--- src/rtl/perip_arbiter.sv ---
// perip_arbiter: two-master round-robin arbiter in front of the peripheral
// decoder's single data port. Every downstream signal is registered. Read
// data is captured RD_LAT cycles after the address is driven.
// Optional macro PERIP_ARB_LOCK_EN adds m0_lock/m1_lock, which let a master
// keep ownership across back-to-back transactions (atomic read-modify-write).
module perip_arbiter #(
   parameter int                DATA_W    = 32,
   parameter int                RD_LAT    = 1,
   parameter logic [DATA_W-1:0] PARK_ADDR = '0
) (
   input  logic              clk,
   input  logic              rst,
   input  logic              m0_req,
   input  logic              m0_rw,
   input  logic [DATA_W-1:0] m0_addr,
   input  logic [DATA_W-1:0] m0_wdata,
   output logic              m0_ack,
   input  logic              m1_req,
   input  logic              m1_rw,
   input  logic [DATA_W-1:0] m1_addr,
   input  logic [DATA_W-1:0] m1_wdata,
   output logic              m1_ack,
`ifdef PERIP_ARB_LOCK_EN
   input  logic              m0_lock,
   input  logic              m1_lock,
`endif
   output logic [DATA_W-1:0] rdata,
   output logic              mem_rw,
   output logic [DATA_W-1:0] mem_addr,
   output logic [DATA_W-1:0] mem_wdata,
   input  logic [DATA_W-1:0] mem_rdata,
   output logic [1:0]        grant,
   output logic              busy
);

   typedef enum logic [1:0] {IDLE, BUSY, DONE} state_t;

   state_t            state_q, state_d;
   logic              mem_rw_q, mem_rw_d;
   logic [DATA_W-1:0] mem_addr_q, mem_addr_d;
   logic [DATA_W-1:0] mem_wdata_q, mem_wdata_d;
   logic [DATA_W-1:0] rdata_q, rdata_d;
   logic [1:0]        grant_q, grant_d;
   logic [1:0]        ack_q, ack_d;
   logic              last_q, last_d;   // 1 = m1 was served last
   logic              win_q, win_d;     // owner of the current transaction
   logic [2:0]        cnt_q, cnt_d;
`ifdef PERIP_ARB_LOCK_EN
   logic              lock_q, lock_d;
   logic              lock_own_q, lock_own_d;
`endif

   logic              ok0, ok1, pick, sel_rw;
   logic [DATA_W-1:0] sel_addr, sel_wdata;

   // Next-state and registered-output logic of the arbitration FSM
   always_comb begin
      state_d     = state_q;
      mem_rw_d    = mem_rw_q;
      mem_addr_d  = mem_addr_q;
      mem_wdata_d = mem_wdata_q;
      rdata_d     = rdata_q;
      grant_d     = grant_q;
      ack_d       = 2'b00;
      last_d      = last_q;
      win_d       = win_q;
      cnt_d       = cnt_q;
`ifdef PERIP_ARB_LOCK_EN
      lock_d      = lock_q;
      lock_own_d  = lock_own_q;
`endif
      ok0 = m0_req;
      ok1 = m1_req;
`ifdef PERIP_ARB_LOCK_EN
      // While locked, only the lock owner may be granted
      if (lock_q) begin
         ok0 = m0_req & ~lock_own_q;
         ok1 = m1_req &  lock_own_q;
      end
`endif
      // On a tie the master that was not served last wins
      pick      = (ok0 && ok1) ? ~last_q : ok1;
      sel_rw    = pick ? m1_rw    : m0_rw;
      sel_addr  = pick ? m1_addr  : m0_addr;
      sel_wdata = pick ? m1_wdata : m0_wdata;

      case (state_q)
         IDLE: begin
            if (ok0 || ok1) begin
               state_d     = BUSY;
               win_d       = pick;
               grant_d     = pick ? 2'b10 : 2'b01;
               mem_rw_d    = sel_rw;
               mem_addr_d  = sel_addr;
               mem_wdata_d = sel_rw ? sel_wdata : '0;
               cnt_d       = sel_rw ? 3'd0 : 3'(RD_LAT);
`ifdef PERIP_ARB_LOCK_EN
               if (!lock_q) last_d = pick;
`else
               last_d      = pick;
`endif
            end
         end
         BUSY: begin
            if (cnt_q == 3'd0) begin
               state_d     = DONE;
               if (!mem_rw_q) rdata_d = mem_rdata;
               mem_rw_d    = 1'b0;
               mem_addr_d  = PARK_ADDR;
               mem_wdata_d = '0;
               grant_d     = 2'b00;
               ack_d       = win_q ? 2'b10 : 2'b01;
            end else begin
               cnt_d = cnt_q - 3'd1;
            end
         end
         DONE: begin
            state_d = IDLE;
`ifdef PERIP_ARB_LOCK_EN
            lock_d     = win_q ? m1_lock : m0_lock;
            lock_own_d = win_q;
`endif
         end
         default: state_d = IDLE;
      endcase
   end

   // State and output registers with synchronous active-low reset
   always_ff @(posedge clk) begin
      if (!rst) begin
         state_q     <= IDLE;
         mem_rw_q    <= 1'b0;
         mem_addr_q  <= PARK_ADDR;
         mem_wdata_q <= '0;
         rdata_q     <= '0;
         grant_q     <= 2'b00;
         ack_q       <= 2'b00;
         last_q      <= 1'b1;
         win_q       <= 1'b0;
         cnt_q       <= 3'd0;
`ifdef PERIP_ARB_LOCK_EN
         lock_q      <= 1'b0;
         lock_own_q  <= 1'b0;
`endif
      end else begin
         state_q     <= state_d;
         mem_rw_q    <= mem_rw_d;
         mem_addr_q  <= mem_addr_d;
         mem_wdata_q <= mem_wdata_d;
         rdata_q     <= rdata_d;
         grant_q     <= grant_d;
         ack_q       <= ack_d;
         last_q      <= last_d;
         win_q       <= win_d;
         cnt_q       <= cnt_d;
`ifdef PERIP_ARB_LOCK_EN
         lock_q      <= lock_d;
         lock_own_q  <= lock_own_d;
`endif
      end
   end

   assign m0_ack    = ack_q[0];
   assign m1_ack    = ack_q[1];
   assign rdata     = rdata_q;
   assign mem_rw    = mem_rw_q;
   assign mem_addr  = mem_addr_q;
   assign mem_wdata = mem_wdata_q;
   assign grant     = grant_q;
   assign busy      = (state_q != IDLE);

endmodule
--- config.mk ---
export PLATFORM = sky130hd
export DESIGN_NAME = perip_arbiter
export DESIGN_NICKNAME = d
export VERILOG_FILES = /design/src/rtl/perip_arbiter.sv
export SDC_FILE = /design/constraint.sdc
export NUM_CORES = 1
export LEC_CHECK = 0
export CAP_MARGIN = 15
export CORE_ASPECT_RATIO = 1.25
export CORE_MARGIN = 2
export CORE_UTILIZATION = 30
export DETAILED_ROUTE_END_ITERATION = 8
export PLACE_DENSITY = 0.77
export SLEW_MARGIN = 15
export SYNTH_ARGS = -nofsm -noshare
export SYNTH_HDL_FRONTEND = slang
export SYNTH_SLANG_ARGS = --single-unit
--- constraint.sdc ---
create_clock -name clk -period 1.8 [get_ports clk]
set_input_delay 0.36 -clock clk [delete_from_list [all_inputs] [get_ports clk]]
set_output_delay 0.36 -clock clk [all_outputs]
set_load 0.01 [all_outputs]
==> summary by stage <==
Finish
The multi-input combinational cells in the finished layout cover a total of 0.00242 mm^2. The sequential cell area in the final layout is 0.00216 mm^2. Leaving out filler cells and counting taps, the final layout contains 990.

The relative area change from synthesis to final layout is 70.1%. The proportion of layout cells with a drive suffix above 1 is 10.3%. 0 antenna diodes ended up in the layout. After filler insertion, the fill cell instance count of the layout stands at 1419. The total number of nets in the final design is 941.

STA
The final critical path takes up 93.8% of the cycle. The tightest hold path in the finished design has a slack of 0.460 ns. Headroom to the max-slew limit came out at 75.2%.

Once routing completed, OpenROAD measured the worst setup slack at 0.111 ns. The count of endpoints failing hold in the final timing report is 0. The shortest clock period the worst path allows after layout is 1.69 ns. Setup repair after global routing left no endpoint under its margin. The clock arrives with 0.00920 ns of skew.

At the pin with the least slew margin, the transition time is 0.372 ns. The number of max-slew violations in the final report is 0. The upper clock frequency limit is 592 MHz. The number of setup violations in the final report is 0.

CTS
The CTS buffer count is 9. Counting along the longest clock path gives a buffer depth of 2. The CTS tree is done.

The clock root buffer is sky130_fd_sc_hd__clkbuf_16. The clock latency reported for the late side of the worst-skew pair is 0.35 ns. The CTS sink count is 108. The total number of H-tree levels is 3. After clock tree synthesis, the clock-pin slew on the worst setup and hold paths is 0.07 ns.

The hold buffer count at CTS is 0.

Detailed routing
The number of vias per cell is 4.91. The number of vias in the routed layout is 4862. Dividing the detail-routed wire length by the instance count gives 15.7 um. The final layout contains routed wiring with a total length of 15600 um. The remaining design rule violation count is 0. The detailed router finished its first iteration with 225 violations. Once detail routing completed, the nets flagged for antenna violations numbered 0. The pre-antenna-repair detailed-routing pass consisted of 4 iterations.

Global route
The initial antenna violation count is 0. The number of global-route vias before repair came to 4916. Entering global routing, the biggest net connects 46 pins. For this run, global-route usage on met1 was measured as 19.7%. For this run, the total global-route usage over all layers was measured as 17.8%. The most crowded layer after global routing is met2. The met2 usage in global routing is 31.7%. The met3 track utilization from global routing is 5.51%. The total congestion overflow is 0. The global-route wire length before repair is 24800 um.

Yosys
The most used flip-flop cell after synthesis is sky130_fd_sc_hd__dfxtp_1. The number of warnings reported in the yosys synthesis log is 0. The post-synthesis sequential area ratio is 44.6%. The synthesized netlist occupies a cell area of 0.00484 mm^2. The per-instance average area after synthesis is 9.42 um^2.

For this run, asynchronously set or reset flops after synthesis account for 0%. After synthesis, the most frequently instantiated cells are 108 x sky130_fd_sc_hd__dfxtp_1, 65 x sky130_fd_sc_hd__nand2_1, 56 x sky130_fd_sc_hd__mux2i_1, 43 x sky130_fd_sc_hd__nand3_1. When the netlist entered floorplanning its net count stood at 682. The cell count after synthesis is 514. The number of distinct standard cells referenced by the synthesized netlist is 39.

The area fraction of the dominant cell type after synthesis is 44.6%. The largest total area in the synthesized netlist belongs to sky130_fd_sc_hd__dfxtp_1. The most repeated cell in the gate-level netlist after synthesis is sky130_fd_sc_hd__dfxtp_1. The number of enable flip-flop cells after synthesis is 0.

By area the synthesized netlist is led by sky130_fd_sc_hd__dfxtp_1 45%, sky130_fd_sc_hd__mux2i_1 12%, sky130_fd_sc_hd__o2bb2ai_2 6.2%. After synthesis the netlist holds a flip-flop and latch count of 108.

Die
The vertical extent of the die is 146 um. The number of placement rows is 51. The die covers 0.0172 mm^2. In this run the standard cell core region covers 0.0157 mm^2. The width of the die is 118 um. For this configuration, the core starts out at a cell density of 30.9%. 268 I/O pins were placed.

Power and ir drop
The maximum resistive drop on vdd is 425 uV. The analysis attributes to cell leakage a power of 3.06 nW. Total power for the finished layout comes to 6.66 mW. The power density over the cells is 808 mW/mm^2.

Worst setup path
The worst setup path is launched from a register. Walking the worst path, the cells encountered are inv_1 -> ha_1 -> nand4bb_1 -> o211a_2 -> buf_12 -> a22o_1. The endpoint class of the critical path is a register. The data required time at the worst endpoint is 2.04 ns. The maximum net fanout on the critical path is 30. The endpoint identified for the worst register-to-register timing path is mem_wdata[20]$_SDFFE_PN0P_.

At the worst endpoint, the arrival time is 1.93 ns. The critical path in this run is classified as register to register. On the critical path, the stage with the largest delay is an instance of sky130_fd_sc_hd__dfxtp_1. The largest incremental delay on the critical path is 0.32 ns.

The number of cells on the worst reg-to-reg path is 6. In this run the critical register-to-register path is launched from cnt_q[0]$_SDFFE_PN0P_. The reg-to-reg setup timing slack is 0.11 ns.

Place
Detailed placement finished with a half-perimeter wire length of 11300 um. Input and output buffers added on the ports amount to 267. Including well taps, the total number of placed cells is 974. The worst setup slack after placement is -0.164 ns.

Routability-driven placement finished with a final weighted congestion of 0.790.

Worst hold path
The worst hold-check path type is register to register. The endpoint with the worst hold slack is ack_q[0]$_SDFF_PN0_. Counting instances, the worst hold path has a depth of 1. The startpoint identified for the worst hold timing path is win_q$_SDFFE_PN0P_.

Run
The number of max-capacitance violations reported is 0.

Run status
The run finished with clean final reports.
## worst max-delay path by stage
stage	start	to	cells past startpoint
finish	cnt_q[0]$_SDFFE_PN0P_	mem_wdata[20]$_SDFFE_PN0P_	6
global route	cnt_q[0]$_SDFFE_PN0P_	mem_wdata[22]$_SDFFE_PN0P_	6
CTS	cnt_q[0]$_SDFFE_PN0P_	mem_wdata[20]$_SDFFE_PN0P_	6
detailed placement	m0_req	mem_wdata[17]$_SDFFE_PN0P_	7
global placement	m0_req	mem_wdata[17]$_SDFFE_PN0P_	7
floorplan	cnt_q[0]$_SDFFE_PN0P_	mem_wdata[0]$_SDFFE_PN0P_	8
## layout make-up
class,instances,area share [%]
Inverter,6,0.273
Multi-Input combinational cell,346,29.4
Clock buffer,12,3.23
Tap cell,212,3.22
Timing Repair Buffer,302,37.3
Sequential cell,108,26.3
Clock inverter,4,0.364
## power by group
| group | leakage [nW] | switching (mW) | internal, mW |
|---|---|---|---|
| logic | 2.03 | 0.864 | 1.09 |
| registers | 0.884 | 0.129 | 2.61 |
| clock network | 0.146 | 0.907 | 1.06 |
## registers in the layout (all words and copies together), names as in the netlist
signal	flops
mem_addr	32
mem_wdata	32
rdata	32
cnt_q	3
ack_q	2
grant	2
state_q	2
last_q	1
mem_rw	1
win_q	1
## repair_timing
item	4_1_cts	5_1_grt
resized for setup	2	0
endpoints found under the hold margin	0	0
setup buffers	0	0
endpoints found under the setup margin	1	0
## worst max-delay path: cells and delay by family, from the launching register on
family                   cells  cell delay (ns)
AO/OA/AOI/OAI                2             0.51
buffers and inverters        2             0.29
AND/OR/NAND/NOR              1             0.23
flip-flops                   1             0.32
adder cells (fa/ha/maj)      1             0.21
## per-stage QoR
stage	utilization, %	TNS (ns)	cell area [um^2]
finish	52.5	0	8240
detailed placement	50.6	-6.35	7940
global placement	50.6	-5.05	7940
floorplan	-	0	4840
CTS	52.5	0	8240
global route	52.5	0	8240
## cell families (layout without fill, tap and decap cells)
| group | after synthesis | in the layout | share of synthesized area (%) |
|---|---|---|---|
| muxes | 56 | 56 | 11.6 |
| AOI/OAI and AO/OA | 156 | 156 | 24.4 |
| buffers and inverters | 60 | 324 | 5.97 |
| DFF | 108 | 108 | 44.6 |
| adders and majority gates | 2 | 2 | 0.517 |
| and+or+nand+nor | 132 | 132 | 12.9 |
## cell usage in the layout (no fill, tap or decap), types with 2 or more instances in the layout
master	netlist	layout
sky130_fd_sc_hd__clkdlybuf4s50_1	0	266
sky130_fd_sc_hd__dfxtp_1	108	107
sky130_fd_sc_hd__nand2_1	65	65
sky130_fd_sc_hd__mux2i_1	56	56
sky130_fd_sc_hd__nand3_1	43	43
sky130_fd_sc_hd__o21ai_0	37	37
sky130_fd_sc_hd__a21oi_1	37	37
sky130_fd_sc_hd__a22o_1	32	32
sky130_fd_sc_hd__buf_4	7	24
sky130_fd_sc_hd__o2bb2ai_2	20	20
sky130_fd_sc_hd__o211ai_1	11	11
sky130_fd_sc_hd__buf_12	0	11
sky130_fd_sc_hd__nand4_1	9	9
sky130_fd_sc_hd__a31oi_1	9	9
sky130_fd_sc_hd__clkbuf_16	0	9
sky130_fd_sc_hd__inv_1	5	5
sky130_fd_sc_hd__o2bb2ai_1	4	4
sky130_fd_sc_hd__clkbuf_8	0	3
sky130_fd_sc_hd__nor2_1	2	2
sky130_fd_sc_hd__nand2b_1	2	2
sky130_fd_sc_hd__ha_1	2	2
sky130_fd_sc_hd__inv_6	0	2
## layer usage
metal  share of wire (%)  vias up
li1                    -     2388
met1                  40     2260
met2                  51      188
met3                 7.2       26
met4                 2.6        0
met5                   0        -
Power figures use the tool's default switching activity.
